<file path="src/rtl/fifo_tx_serializer.sv">
// ============================================================================
// Module   : fifo_tx_serializer
// Brief    : Pops words from a show-ahead FIFO and sends each one as an async
//            serial frame: start, data LSB-first, optional even parity, stop.
// Revision : 1.0  initial release
// ============================================================================
`default_nettype none

module fifo_tx_serializer #(
    parameter int DATA_WIDTH   = 4,
    parameter int CLKS_PER_BIT = 4,
    parameter int PARITY_EN    = 1
) (
    input  logic                  clk,
    input  logic                  rstN,
    input  logic                  tx_enable,
    input  logic                  fifo_empty,
    input  logic [DATA_WIDTH-1:0] fifo_rd_data,
    output logic                  fifo_rd_en,
    output logic                  tx_serial,
    output logic                  busy,
    output logic                  frame_done
);

    localparam int BAUD_W = (CLKS_PER_BIT > 1) ? $clog2(CLKS_PER_BIT) : 1;
    localparam int BIT_W  = (DATA_WIDTH > 1) ? $clog2(DATA_WIDTH) : 1;
    localparam logic [BAUD_W-1:0] C_BAUD_LAST = BAUD_W'(CLKS_PER_BIT - 1);
    localparam logic [BIT_W-1:0]  C_BIT_LAST  = BIT_W'(DATA_WIDTH - 1);

    typedef enum logic [2:0] {
        IDLE   = 3'd0,
        START  = 3'd1,
        DATA   = 3'd2,
        PARITY = 3'd3,
        STOP   = 3'd4
    } state_t;

    state_t                r_state;
    state_t                w_state_nxt;
    logic [BAUD_W-1:0]     r_baud;
    logic [BIT_W-1:0]      r_bit;
    logic [DATA_WIDTH-1:0] r_shift;
    logic [DATA_WIDTH-1:0] w_shift_nxt;
    logic                  r_parity;
    logic                  r_tx;
    logic                  w_tx_nxt;
    logic                  w_bit_end;

    assign w_bit_end  = (r_baud == C_BAUD_LAST);
    // Gated by rstN so the FIFO is never drained while the serializer is held in reset.
    assign fifo_rd_en = rstN && (r_state == IDLE) && tx_enable && !fifo_empty;
    assign busy       = (r_state != IDLE);
    assign frame_done = (r_state == STOP) && w_bit_end;
    assign tx_serial  = r_tx;

    always_comb begin
        w_state_nxt = r_state;
        w_shift_nxt = r_shift;
        case (r_state)
            IDLE: begin
                if (fifo_rd_en) begin
                    w_state_nxt = START;
                    w_shift_nxt = fifo_rd_data;
                end
            end
            START: begin
                if (w_bit_end) w_state_nxt = DATA;
            end
            DATA: begin
                if (w_bit_end) begin
                    w_shift_nxt = r_shift >> 1;
                    if (r_bit == C_BIT_LAST) w_state_nxt = (PARITY_EN != 0) ? PARITY : STOP;
                end
            end
            PARITY: begin
                if (w_bit_end) w_state_nxt = STOP;
            end
            STOP: begin
                if (w_bit_end) w_state_nxt = IDLE;
            end
            default: w_state_nxt = IDLE;
        endcase

        // Line value is computed for the state being entered so the flop output lines up with it.
        case (w_state_nxt)
            START:   w_tx_nxt = 1'b0;
            DATA:    w_tx_nxt = w_shift_nxt[0];
            PARITY:  w_tx_nxt = r_parity;
            default: w_tx_nxt = 1'b1;
        endcase
    end

    always_ff @(posedge clk) begin
        if (!rstN) begin
            r_state  <= IDLE;
            r_baud   <= '0;
            r_bit    <= '0;
            r_shift  <= '0;
            r_parity <= 1'b0;
            r_tx     <= 1'b1;
        end else begin
            r_state <= w_state_nxt;
            r_shift <= w_shift_nxt;
            r_tx    <= w_tx_nxt;
            if (r_state == IDLE) begin
                r_baud <= '0;
                r_bit  <= '0;
                if (fifo_rd_en) r_parity <= ^fifo_rd_data;
            end else if (w_bit_end) begin
                r_baud <= '0;
                if (r_state == DATA) r_bit <= (r_bit == C_BIT_LAST) ? '0 : r_bit + 1'b1;
            end else begin
                r_baud <= r_baud + 1'b1;
            end
        end
    end

endmodule

`default_nettype wire
</file>
<file path="config.mk">
export PLATFORM = sky130hd
export DESIGN_NAME = fifo_tx_serializer
export DESIGN_NICKNAME = d
export VERILOG_FILES = /design/src/rtl/fifo_tx_serializer.sv
export SDC_FILE = /design/constraint.sdc
export NUM_CORES = 1
export LEC_CHECK = 0
export CORE_MARGIN = 4
export CORE_UTILIZATION = 48
export CTS_CLUSTER_SIZE = 24
export DETAILED_ROUTE_END_ITERATION = 12
export PLACE_DENSITY_LB_ADDON = 0.15
export SLEW_MARGIN = 20
export SYNTH_ARGS = -nofsm -noshare
export SYNTH_HDL_FRONTEND = slang
export SYNTH_SLANG_ARGS = --single-unit
</file>
<file path="constraint.sdc">
create_clock -name clk -period 1.8 [get_ports clk]
set_input_delay 0.18 -clock clk [delete_from_list [all_inputs] [get_ports clk]]
set_output_delay 0.18 -clock clk [all_outputs]
set_load 0.02 [all_outputs]
</file>
==> results of run 1 <==
## how the worst min path moves through the flow
stage / end / slack (ns) / cells after the start
global placement: r_baud[0]$_SDFF_PP0_ / 0.41 / 1
finish: r_baud[0]$_SDFF_PP0_ / 0.44 / 1
detailed placement: r_baud[0]$_SDFF_PP0_ / 0.43 / 1
global route: r_baud[0]$_SDFF_PP0_ / 0.45 / 1
CTS: r_baud[0]$_SDFF_PP0_ / 0.44 / 1
floorplan: r_shift[3]$_SDFFE_PN0P_ / 0.31 / 2
## critical path: stages, from the launching register on
cell,delay [ns]
sky130_fd_sc_hd__dfxtp_1,0.31
sky130_fd_sc_hd__or3_4,0.39
sky130_fd_sc_hd__or2_0,0.24
sky130_fd_sc_hd__inv_1,0.08
sky130_fd_sc_hd__buf_2,0.16
## layout by cell type, fill, tap and decap left out, drive strengths merged, types with 2 or more instances in the layout
master,instances
inv,2
dfxtp,13
xnor2,3
nor2,2
a22oi,2
and2,3
or3,2
a21oi,3
nand3,5
a21boi,3
nand3b,2
dlygate4sd2,2
buf,10
clkdlybuf4s50,8
ha,2
clkbuf,4
nand2,9
## cell type report
type                    instances  area (sq um)
well taps                      14         17.52
repair buffers                 20         170.2
fillers                        94         341.6
clock buffers                   4         26.28
inverters                       2         7.507
flip-flops and latches         13         260.3
multi-input cells              54         362.8
## flip-flops by register name, indices dropped and copies added, names as in the netlist
register,flops
tx_serial,1
r_shift,4
r_bit,2
r_parity,1
r_state,3
r_baud,2
## timing repair
item / CTS / global route
resized for setup: 6 / 1
endpoints found under the setup margin: 3 / 1
hold buffers: 0 / 0
pin swaps: 0 / 0
## logic make-up (layout without fill, tap and decap cells)
kind of cell / Yosys count / in the layout / share of synthesized area, %
fa+ha+maj: 2 / 2 / 3.868
simple gates: 31 / 31 / 26.89
compound gates: 17 / 17 / 19.34
xor+xnor: 3 / 3 / 4.063
buf+inv: 5 / 26 / 4.063
flops: 13 / 13 / 40.23
mux: 1 / 1 / 1.547
## report_power, final
part           internal, mW  switching (mW)  total (mW)
Combinational        0.0442          0.0324      0.0766
Clock                0.0858          0.0874       0.173
Sequential            0.296         0.00386       0.299
Total                 0.426           0.124       0.549
## per-layer routing
metal  part of all wire, %  up-vias  global-route usage, %  routed length (um)
met5                     0        -                      0                   0
met1                    43      267                  17.27                 568
li1                      -      303                      -                   -
met2                    49       20                  22.92                 651
met3                   6.7        2                  6.375                  89
met4                  0.76        0                  3.614                  10
## per-stage QoR
step | area [sq um] | hold slack, ns
finish | 844.6 | 0.4447
global route | 844.6 | 0.4518
CTS | 850.8 | 0.4407
detailed placement | 823.3 | 0.4262
global placement | 823.3 | 0.4128
floorplan | 646.9 | 0.3149
==> out/qor.log, run 1 <==
INFO  final_layout   postLayoutCoreUtil=71.20%
INFO  detailed_routing drtIter0Drc=27
INFO  power_and_ir_drop p_leak=0.3650nW
INFO  worst_setup_path worstPathArrival=1.45ns
INFO  die            floorplan.die_area=1999squm
INFO  die            std_cell_rows=12
INFO  yosys          synth_largest_area_cell=sky130_fd_sc_hd__dfxtp_1
INFO  die            floorplan.io_pins=12
INFO  clocking       root_buffer=sky130_fd_sc_hd__clkbuf_4
INFO  die            initial_core_util=54.54%
INFO  timing         grt_setup_unrepaired=false
INFO  final_layout   finish.net_count=104
INFO  final_layout   layout-drive-gt1-share=18.28%
INFO  detailed_routing final_antenna_net_count=0
INFO  final_layout   synthesis_to_finish_area_growth=30.56%
INFO  timing         tns=0ns
INFO  global_route   vias_in_the_first_global_route=497
INFO  place          gp_congestion=0.7512
INFO  yosys          synth_sequential_area_ratio=40.23%
INFO  worst_setup_path worst_setup_path_endpoint=fifo_rd_en
INFO  global_route   grt.overflow.total=0
INFO  yosys          postSynthCellCount=72
INFO  min_path       worstHoldStart=r_baud[0]$_SDFF_PP0_
INFO  worst_setup_path timing.critical_path.from_type=register
INFO  yosys          warning_count_from_the_yosys_run=0
INFO  yosys          syn_area_per_cell=8.984squm
INFO  yosys          netlist_top_cells_count=sky130_fd_sc_hd__dfxtp_1 (13), sky130_fd_sc_hd__nand2_1 (9), sky130_fd_sc_hd__nand3_1 (5)
INFO  clocking       tritoncts=yes
INFO  clocking       clk_latency=0.27ns
INFO  worst_setup_path timing.reg2reg.setup_slack=0.21ns
INFO  status         outcome=finished clean
INFO  worst_setup_path endpoint_kind=primary output
INFO  yosys          postSynthRegisterBits=13
INFO  yosys          synth.net_count=82
INFO  flow_run       max_cap_viol_count=0
INFO  clocking       cts_buffer_depth=2
INFO  timing         share_of_the_clock_period_used_by_the_worst_path=90.72%
INFO  power_and_ir_drop vdd_drop_max=0.5249mV
INFO  timing         fin_crit=1.633ns
INFO  yosys          most_numerous_cell_in_the_yosys_netlist=sky130_fd_sc_hd__dfxtp_1
INFO  final_layout   antenna_diode_count=0
INFO  place          post-place-cells=103
INFO  timing         achievable-frequency=612.4MHz
INFO  clocking       numCtsBuffers=3
INFO  place          dp.final_hpwl=1031um
INFO  power_and_ir_drop total_power=0.5492mW
INFO  power_and_ir_drop cellPowerDensity=650.3nW/um^2
INFO  worst_setup_path cp_data_required_time=1.62ns
INFO  global_route   wire_length_of_the_first_global_routing_pass=2049um
INFO  detailed_routing via_count=592
INFO  clocking       post-cts-setup-buffers=0
INFO  timing         timing_max_transition_violations_final=0
INFO  timing         setup_viol=0
INFO  yosys          async_s_r_ff_share_synth=0%
INFO  die            core-area=1186squm
INFO  detailed_routing via_per_inst=5.533
INFO  detailed_routing drc=0
INFO  clocking       clk_sink_count=13
INFO  worst_setup_path timing.reg2reg.worst_path_depth=6
INFO  worst_setup_path crit-reg2reg-launch=r_baud[0]$_SDFF_PP0_
INFO  global_route   maximum_number_of_pins_on_one_net_before_global_route_repair=11
INFO  min_path       timing.hold.worst.class=reg -> reg
INFO  place          port_buffers=11
INFO  yosys          synth_cell_type_count=34
INFO  die            die_width=44.71um
INFO  place          preCtsSetupSlack=-0.07182ns
INFO  yosys          synth.top_cell.area_share=40.23%
INFO  detailed_routing wl=1319um
INFO  yosys          synthFlopType=sky130_fd_sc_hd__dfxtp_1
INFO  global_route   grt_antenna_before_repair=0
INFO  yosys          number_of_enable_flip_flop_cells_after_synthesis=0
INFO  detailed_routing avgRoutedWirePerCell=12.33um
INFO  timing         final_critical_path_setup_slack=0.1670ns
INFO  timing         max-slew-margin-rel=85.45%
INFO  clocking       clkTransAtPathRegs=0.07ns
INFO  timing         worst_pin_slew=0.2176ns
INFO  global_route   global_routing_usage_summed_across_all_routing_layers=14.27%
INFO  worst_setup_path worstSetupPathType=reg -> out
INFO  final_layout   fin_cells=107
INFO  worst_setup_path cp_max_fo=2
INFO  worst_setup_path setup.worst_path.start=r_state[2]$_SDFF_PN0_
INFO  clocking       cts_max_level=1
INFO  yosys          area_of_the_mapped_netlist=646.9squm
INFO  timing         timing_hold_violations_final=0
INFO  detailed_routing number_of_detailed_routing_iterations_run_before_antenna_repair=4
INFO  timing         final_clock_skew=0.0005345ns
INFO  yosys          synth.top_cells.by_area=sky130_fd_sc_hd__dfxtp_1 (40%), sky130_fd_sc_hd__nand2_1 (5.2%), sky130_fd_sc_hd__xnor2_1 (4.1%)
INFO  die            die_height=44.71um
INFO  worst_setup_path regToRegEndpoint=tx_serial$_SDFF_PN1_
No activity file was read; power rests on OpenSTA's default activity.
==> inputs of run 2 (changes only) <==
--- a/config.mk
+++ b/config.mk
@@ -10,6 +10,9 @@
 export CTS_CLUSTER_SIZE = 24
 export DETAILED_ROUTE_END_ITERATION = 12
 export PLACE_DENSITY_LB_ADDON = 0.15
+export RECOVER_POWER = 100
+export SKIP_CTS_REPAIR_TIMING = 1
+export SKIP_LAST_GASP = 1
 export SLEW_MARGIN = 20
 export SYNTH_ARGS = -nofsm -noshare
 export SYNTH_HDL_FRONTEND = slang
==> out/qor.log, run 2 (synthesized netlist as in run 1, its figures left out) <==
INFO  global_route   global_routing_usage_summed_across_all_routing_layers=14.36% [+0.083 points]
INFO  place          port_buffers=11 [unchanged]
INFO  timing         timing_max_transition_violations_final=0 [unchanged]
INFO  clocking       tritoncts=yes
INFO  die            die_height=44.71um [unchanged]
INFO  clocking       root_buffer=sky130_fd_sc_hd__clkbuf_4
INFO  status         outcome=finished clean
INFO  timing         setup_viol=0 [unchanged]
INFO  power_and_ir_drop total_power=0.5470mW [-0.39%]
INFO  die            floorplan.die_area=1999squm [unchanged]
INFO  timing         worst_pin_slew=0.2814ns [+0.06380 ns]
INFO  worst_setup_path crit-reg2reg-launch=r_baud[0]$_SDFF_PP0_
INFO  final_layout   flip_flop_count_of_the_largest_register_after_layout=4 [unchanged]
INFO  worst_setup_path worstPathArrival=1.52ns [+0.07 ns]
INFO  final_layout   antenna_diode_count=0 [unchanged]
INFO  power_and_ir_drop net-switching-power=0.1250mW [+1.1%]
INFO  worst_setup_path critical_path.slowest_cell=sky130_fd_sc_hd__or3_4
INFO  final_layout   finish.net_count=104 [unchanged]
INFO  power_and_ir_drop cell_internal_pwr=0.4220mW [-0.82%]
INFO  clocking       clk_latency=0.27ns [about the same]
INFO  die            core-area=1186squm [unchanged]
INFO  power_and_ir_drop seq_power_share=54.7% [+0.2 points]
INFO  place          dp.final_hpwl=1031um [unchanged]
INFO  timing         share_of_the_clock_period_used_by_the_worst_path=94.19% [+3.5 points]
INFO  final_layout   top_regs=r_shift x4, r_state x3
INFO  die            die_width=44.71um [unchanged]
INFO  worst_setup_path timing.reg2reg.setup_slack=0.12ns [-0.09 ns]
INFO  power_and_ir_drop comb_power_share=13.4% [-0.5 points]
INFO  final_layout   layout-drive-gt1-share=12.90% [-5.4 points]
INFO  timing         final_clock_skew=0.0008039ns [+0.0002695 ns]
INFO  timing         grt_setup_unrepaired=false
INFO  power_and_ir_drop cellPowerDensity=664.5nW/um^2 [+2.2%]
INFO  worst_setup_path cp_cell_sequence=or3_4, or2_0, inv_1, clkbuf_1
INFO  power_and_ir_drop p_leak=0.3411nW [-6.6%]
INFO  worst_setup_path endpoint_kind=primary output
INFO  timing         fin_crit=1.695ns [+0.06235 ns]
INFO  power_and_ir_drop clock_power_share=31.9% [+0.4 points]
INFO  die            floorplan.io_pins=12 [unchanged]
INFO  global_route   maximum_number_of_pins_on_one_net_before_global_route_repair=11 [unchanged]
INFO  detailed_routing avgRoutedWirePerCell=12.50um [+1.4%]
INFO  detailed_routing number_of_detailed_routing_iterations_run_before_antenna_repair=4 [unchanged]
INFO  final_layout   mostFrequentLayoutCell=sky130_fd_sc_hd__dfxtp_1
INFO  detailed_routing via_count=589 [-0.51%]
INFO  place          gp_congestion=0.7512 [unchanged]
INFO  die            std_cell_rows=12 [unchanged]
INFO  flow_run       max_cap_viol_count=0 [unchanged]
INFO  final_layout   top_register=r_shift
INFO  worst_setup_path timing.reg2reg.worst_path_depth=6 [unchanged]
INFO  global_route   vias_in_the_first_global_route=496 [-0.20%]
INFO  place          post-place-cells=103 [unchanged]
INFO  clocking       clk_sink_count=13 [unchanged]
INFO  clocking       cts_buffer_depth=2 [unchanged]
INFO  worst_setup_path worstSetupPathType=reg -> out
INFO  power_and_ir_drop vdd_drop_max=0.5297mV [+0.93%]
INFO  final_layout   commonest_cells_after_routing_fill_and_taps_aside=sky130_fd_sc_hd__dfxtp_1 (13), sky130_fd_sc_hd__nand2_1 (9), sky130_fd_sc_hd__clkdlybuf4s50_1 (7), sky130_fd_sc_hd__buf_4 (7), sky130_fd_sc_hd__clkbuf_1 (6)
INFO  clocking       numCtsBuffers=3 [unchanged]
INFO  timing         timing_hold_violations_final=0 [unchanged]
INFO  clocking       cts_max_level=1 [unchanged]
INFO  global_route   grt.overflow.total=0 [unchanged]
INFO  power_and_ir_drop switching_share=22.85% [+0.34 points]
INFO  final_layout   synthesis_to_finish_area_growth=27.27%
INFO  die            initial_core_util=54.54% [unchanged]
INFO  detailed_routing drc=0 [unchanged]
INFO  worst_setup_path cp_data_required_time=1.62ns [about the same]
INFO  timing         max-slew-margin-rel=81.24% [-4.2 points]
INFO  detailed_routing drtIter0Drc=20 [-26%]
INFO  detailed_routing via_per_inst=5.505 [-0.51%]
INFO  worst_setup_path cp_max_fo=2 [unchanged]
INFO  global_route   wire_length_of_the_first_global_routing_pass=2063um [+0.68%]
INFO  detailed_routing final_antenna_net_count=0 [unchanged]
INFO  worst_setup_path timing.critical_path.from_type=register
INFO  worst_setup_path regToRegEndpoint=tx_serial$_SDFF_PN1_
INFO  min_path       timing.hold.worst.class=reg -> reg
INFO  detailed_routing wl=1337um [+1.4%]
INFO  final_layout   fin_cells=107 [unchanged]
INFO  clocking       clkTransAtPathRegs=0.07ns [about the same]
INFO  timing         achievable-frequency=589.8MHz [-3.7%]
INFO  worst_setup_path setup.worst_path.start=r_state[2]$_SDFF_PN0_
INFO  worst_setup_path worst_setup_path_endpoint=fifo_rd_en
INFO  global_route   grt_antenna_before_repair=0 [unchanged]
INFO  worst_setup_path timing.critical_path.slowest_cell_delay=0.39ns [about the same]
[run 2: cell count changes in the layout (fill, tap and decap cells not counted), moves of 2 or more]
cell / delta
sky130_fd_sc_hd__a21boi_1: -3
sky130_fd_sc_hd__dlygate4sd2_1: -2
sky130_fd_sc_hd__a21boi_0: +3
sky130_fd_sc_hd__buf_4: -2
sky130_fd_sc_hd__clkbuf_1: +5
[run 2: final cells by class]
type                            count  area, sq um
Fill cell                          93        362.8
Multi-Input combinational cell     54        360.3
Sequential cell                    13        260.3
Timing Repair Buffer               20        151.4
Clock buffer                        4        26.28
Tap cell                           14        17.52
Inverter                            2        7.507
[run 2: metal layers]
layer  vias to the layer above  wire length (um)  track usage, %
met2                        15               655           22.92
met4                         0                10           3.614
li1                        304                 -               -
met3                         2                68           6.375
met5                         -                 0               0
met1                       268               602           17.52
[run 2: through the flow]
stage	hold slack (ns)	worst slack [ns]	area (sq um)	setup TNS, ns	util [%]
2_1_floorplan	0.3149	0.1865	646.9	0	-
3_3_place_gp	0.4128	-0.05693	823.3	-0.05693	69.41
3_5_place_dp	0.4262	-0.07182	823.3	-0.07182	69.41
4_1_cts	0.4366	-0.3038	849.6	-0.4532	71.62
5_1_grt	0.4482	0.02493	823.3	0	69.41
6_report	0.4416	0.1046	823.3	0	69.41
[run 2: how the worst min path moves through the flow]
stage                               startpoint                       to  slack (ns)  cells after the start
after floorplan                fifo_rd_data[3]  r_shift[3]$_SDFFE_PN0P_        0.31                      2
after global placement    r_baud[0]$_SDFF_PP0_     r_baud[0]$_SDFF_PP0_        0.41                      1
after detailed placement  r_baud[0]$_SDFF_PP0_     r_baud[0]$_SDFF_PP0_        0.43                      1
after CTS                 r_baud[0]$_SDFF_PP0_     r_baud[0]$_SDFF_PP0_        0.44                      1
after global routing      r_baud[0]$_SDFF_PP0_     r_baud[0]$_SDFF_PP0_        0.45                      1
final                     r_baud[0]$_SDFF_PP0_     r_baud[0]$_SDFF_PP0_        0.44                      1
[run 2: worst max-delay path, delay by kind of cell (launching register included)]
| family | cells | cell delay, ns |
|---|---|---|
| flip-flops | 1 | 0.32 |
| buffers and inverters | 2 | 0.31 |
| AND/OR/NAND/NOR | 2 | 0.62 |
[run 2: power by group through the flow]
stage	sequential, mW	clock [mW]	combinational, mW
floorplan	0.308	0	0.0391
CTS	0.299	0.181	0.0792
finish	0.299	0.175	0.0731
global placement	0.306	0	0.0777
detailed placement	0.306	0	0.0788
global route	0.300	0.198	0.0803
==> inputs of run 3 (changes only) <==
--- a/config.mk
+++ b/config.mk
@@ -5,7 +5,7 @@
 export SDC_FILE = /design/constraint.sdc
 export NUM_CORES = 1
 export LEC_CHECK = 0
-export CORE_MARGIN = 4
+export CAP_MARGIN = 20
 export CORE_UTILIZATION = 48
 export CTS_CLUSTER_SIZE = 24
 export DETAILED_ROUTE_END_ITERATION = 12
==> out/qor.log, run 3 (synthesized netlist as in run 1, its figures left out) <==
INFO  timing         final_critical_path_setup_slack=0.08883ns [-0.01581 ns]
INFO  die            initial_core_util=55.24% [+0.70 points]
INFO  final_layout   finish.net_count=105 [+0.96%]
INFO  global_route   grt.overflow.total=0 [unchanged]
INFO  global_route   wire_length_of_the_first_global_routing_pass=2090um [+1.3%]
INFO  power_and_ir_drop switching_share=23.91% [+1.1 points]
INFO  worst_setup_path endpoint_kind=primary output
INFO  power_and_ir_drop vdd_drop_max=0.4152mV [-22%]
INFO  status         outcome=finished clean
INFO  detailed_routing avgRoutedWirePerCell=12.21um [-2.3%]
INFO  final_layout   synthesis_to_finish_area_growth=31.33%
INFO  power_and_ir_drop p_leak=0.3588nW [+5.2%]
INFO  worst_setup_path timing.critical_path.from_type=register
INFO  timing         max-slew-margin-rel=81.97% [+0.73 points]
INFO  final_layout   postLayoutCoreUtil=72.54% [+3.1 points]
INFO  power_and_ir_drop cellPowerDensity=649.6nW/um^2 [-2.2%]
INFO  place          gp_congestion=0.7897 [+5.1%]
INFO  final_layout   layout-drive-gt1-share=14.89% [+2.0 points]
INFO  detailed_routing final_antenna_net_count=0 [unchanged]
INFO  die            floorplan.die_area=1498squm [-25%]
INFO  timing         hold_ws=0.4756ns [+0.03397 ns]
INFO  power_and_ir_drop total_power=0.5519mW [+0.88%]
INFO  worst_setup_path worstSetupPathType=reg -> out
INFO  timing         fin_crit=1.711ns [+0.01581 ns]
INFO  detailed_routing via_per_inst=5.593 [+1.6%]
INFO  clocking       clkTransAtPathRegs=0.09ns [+0.02 ns]
INFO  die            std_cell_rows=12 [unchanged]
INFO  clocking       cts_max_level=1 [unchanged]
INFO  final_layout   top_regs=r_shift x4, r_state x3
INFO  final_layout   fillerInstances=82 [-12%]
INFO  clocking       clk_sink_count=13 [unchanged]
INFO  worst_setup_path timing.reg2reg.setup_slack=0.18ns [+0.06 ns]
INFO  place          placed_cell_area=830.8squm [+0.91%]
INFO  timing         timing_hold_violations_final=0 [unchanged]
INFO  final_layout   top_register=r_shift
INFO  detailed_routing drtIter0Drc=23 [+15%]
INFO  place          dp.final_hpwl=992.9um [-3.7%]
INFO  timing         share_of_the_clock_period_used_by_the_worst_path=95.06% [+0.88 points]
INFO  timing         setup_viol=0 [unchanged]
INFO  clocking       root_buffer=sky130_fd_sc_hd__clkbuf_4
INFO  global_route   grt_antenna_before_repair=0 [unchanged]
INFO  timing         final_clock_skew=0.01263ns [+0.01183 ns]
INFO  worst_setup_path cp_data_required_time=1.62ns [about the same]
INFO  final_layout   flip_flop_count_of_the_largest_register_after_layout=4 [unchanged]
INFO  global_route   maximum_number_of_pins_on_one_net_before_global_route_repair=12 [+1]
INFO  detailed_routing drc=0 [unchanged]
INFO  timing         timing_max_transition_violations_final=0 [unchanged]
INFO  final_layout   final_cell_area=849.6squm [+3.2%]
INFO  power_and_ir_drop net-switching-power=0.1319mW [+5.5%]
INFO  final_layout   commonest_cells_after_routing_fill_and_taps_aside=sky130_fd_sc_hd__dfxtp_1 (13), sky130_fd_sc_hd__nand2_1 (9), sky130_fd_sc_hd__clkdlybuf4s50_1 (7), sky130_fd_sc_hd__buf_4 (7)
INFO  final_layout   mostFrequentLayoutCell=sky130_fd_sc_hd__dfxtp_1
INFO  power_and_ir_drop cell_internal_pwr=0.4199mW [-0.50%]
INFO  detailed_routing wl=1319um [-1.3%]
INFO  power_and_ir_drop seq_power_share=54.4% [-0.3 points]
INFO  power_and_ir_drop comb_power_share=13.6% [+0.2 points]
INFO  die            core-area=1171squm [-1.3%]
INFO  global_route   global_routing_usage_summed_across_all_routing_layers=20.69% [+6.3 points]
INFO  timing         worst_pin_slew=0.2705ns [-0.01092 ns]
INFO  worst_setup_path worstPathArrival=1.53ns [about the same]
INFO  min_path       timing.hold.worst.class=reg -> reg
INFO  power_and_ir_drop clock_power_share=32.0% [about the same]
INFO  timing         achievable-frequency=584.4MHz [-0.92%]
INFO  detailed_routing number_of_detailed_routing_iterations_run_before_antenna_repair=4 [unchanged]
INFO  global_route   vias_in_the_first_global_route=505 [+1.8%]
INFO  flow_run       max_cap_viol_count=0 [unchanged]
INFO  die            die_width=38.71um [-13%]
INFO  place          preCtsSetupSlack=-0.06415ns [+0.007670 ns]
INFO  clocking       numCtsBuffers=3 [unchanged]
INFO  clocking       tritoncts=yes
INFO  clocking       clk_latency=0.28ns [about the same]
INFO  die            die_height=38.71um [-13%]
INFO  timing         grt_setup_unrepaired=false
INFO  die            floorplan.io_pins=12 [unchanged]
INFO  clocking       cts_buffer_depth=2 [unchanged]
INFO  place          port_buffers=11 [unchanged]
INFO  final_layout   antenna_diode_count=0 [unchanged]
INFO  detailed_routing via_count=604 [+2.5%]
INFO  worst_setup_path cp_max_fo=2 [unchanged]
[run 3: worst paths after layout]
check / startpoint / to / cells past startpoint
worst min register to register: r_bit[0]$_SDFFE_PP0P_ / r_bit[0]$_SDFFE_PP0P_ / 2
worst max register to register: r_state[2]$_SDFF_PN0_ / tx_serial$_SDFF_PN1_ / 5
worst max-delay path: r_state[2]$_SDFF_PN0_ / fifo_rd_en / 4
worst min-delay path: r_bit[0]$_SDFFE_PP0P_ / r_bit[0]$_SDFFE_PP0P_ / 2
[run 3: critical path, stage by stage, from the launching register on]
cell	delay [ns]
sky130_fd_sc_hd__dfxtp_1	0.32
sky130_fd_sc_hd__or3_4	0.38
sky130_fd_sc_hd__or2_0	0.23
sky130_fd_sc_hd__inv_1	0.09
sky130_fd_sc_hd__dlymetal6s2s_1	0.23
[run 3: through the flow]
stage,TNS [ns],std cells
5_1_grt,0,108
3_5_place_dp,-0.06415,104
3_3_place_gp,-0.05586,104
2_1_floorplan,0,72
4_1_cts,-0.5320,108
6_report,0,108
[run 3: power by group through the flow]
stage / sequential [mW] / clock, mW / combinational (mW)
after floorplan: 0.308 / 0 / 0.0391
after global placement: 0.306 / 0 / 0.0780
after detailed placement: 0.306 / 0 / 0.0787
after CTS: 0.300 / 0.183 / 0.0794
after global routing: 0.301 / 0.197 / 0.0813
final: 0.300 / 0.177 / 0.0751
[run 3: per-layer routing]
metal	vias to the layer above	GRT usage (%)	wire length, um	share of wire [%]
met1	265	25.44	606	46
met3	4	6.936	107	8.1
met5	-	0	0	0
met4	0	7.759	14	1.1
met2	26	32.92	591	45
li1	309	-	-	-
[run 3: layout make-up]
class                      instances  area, sq um  share of cell area [%]
multi-input combinational         54        372.9                   43.89
sequential                        13        260.3                   30.63
timing repair buffer              21        163.9                   19.29
inverter                           2        7.507                  0.8837
clock inverter                     1        5.005                  0.5891
clock buffer                       3        22.52                   2.651
tap                               14        17.52                   2.062
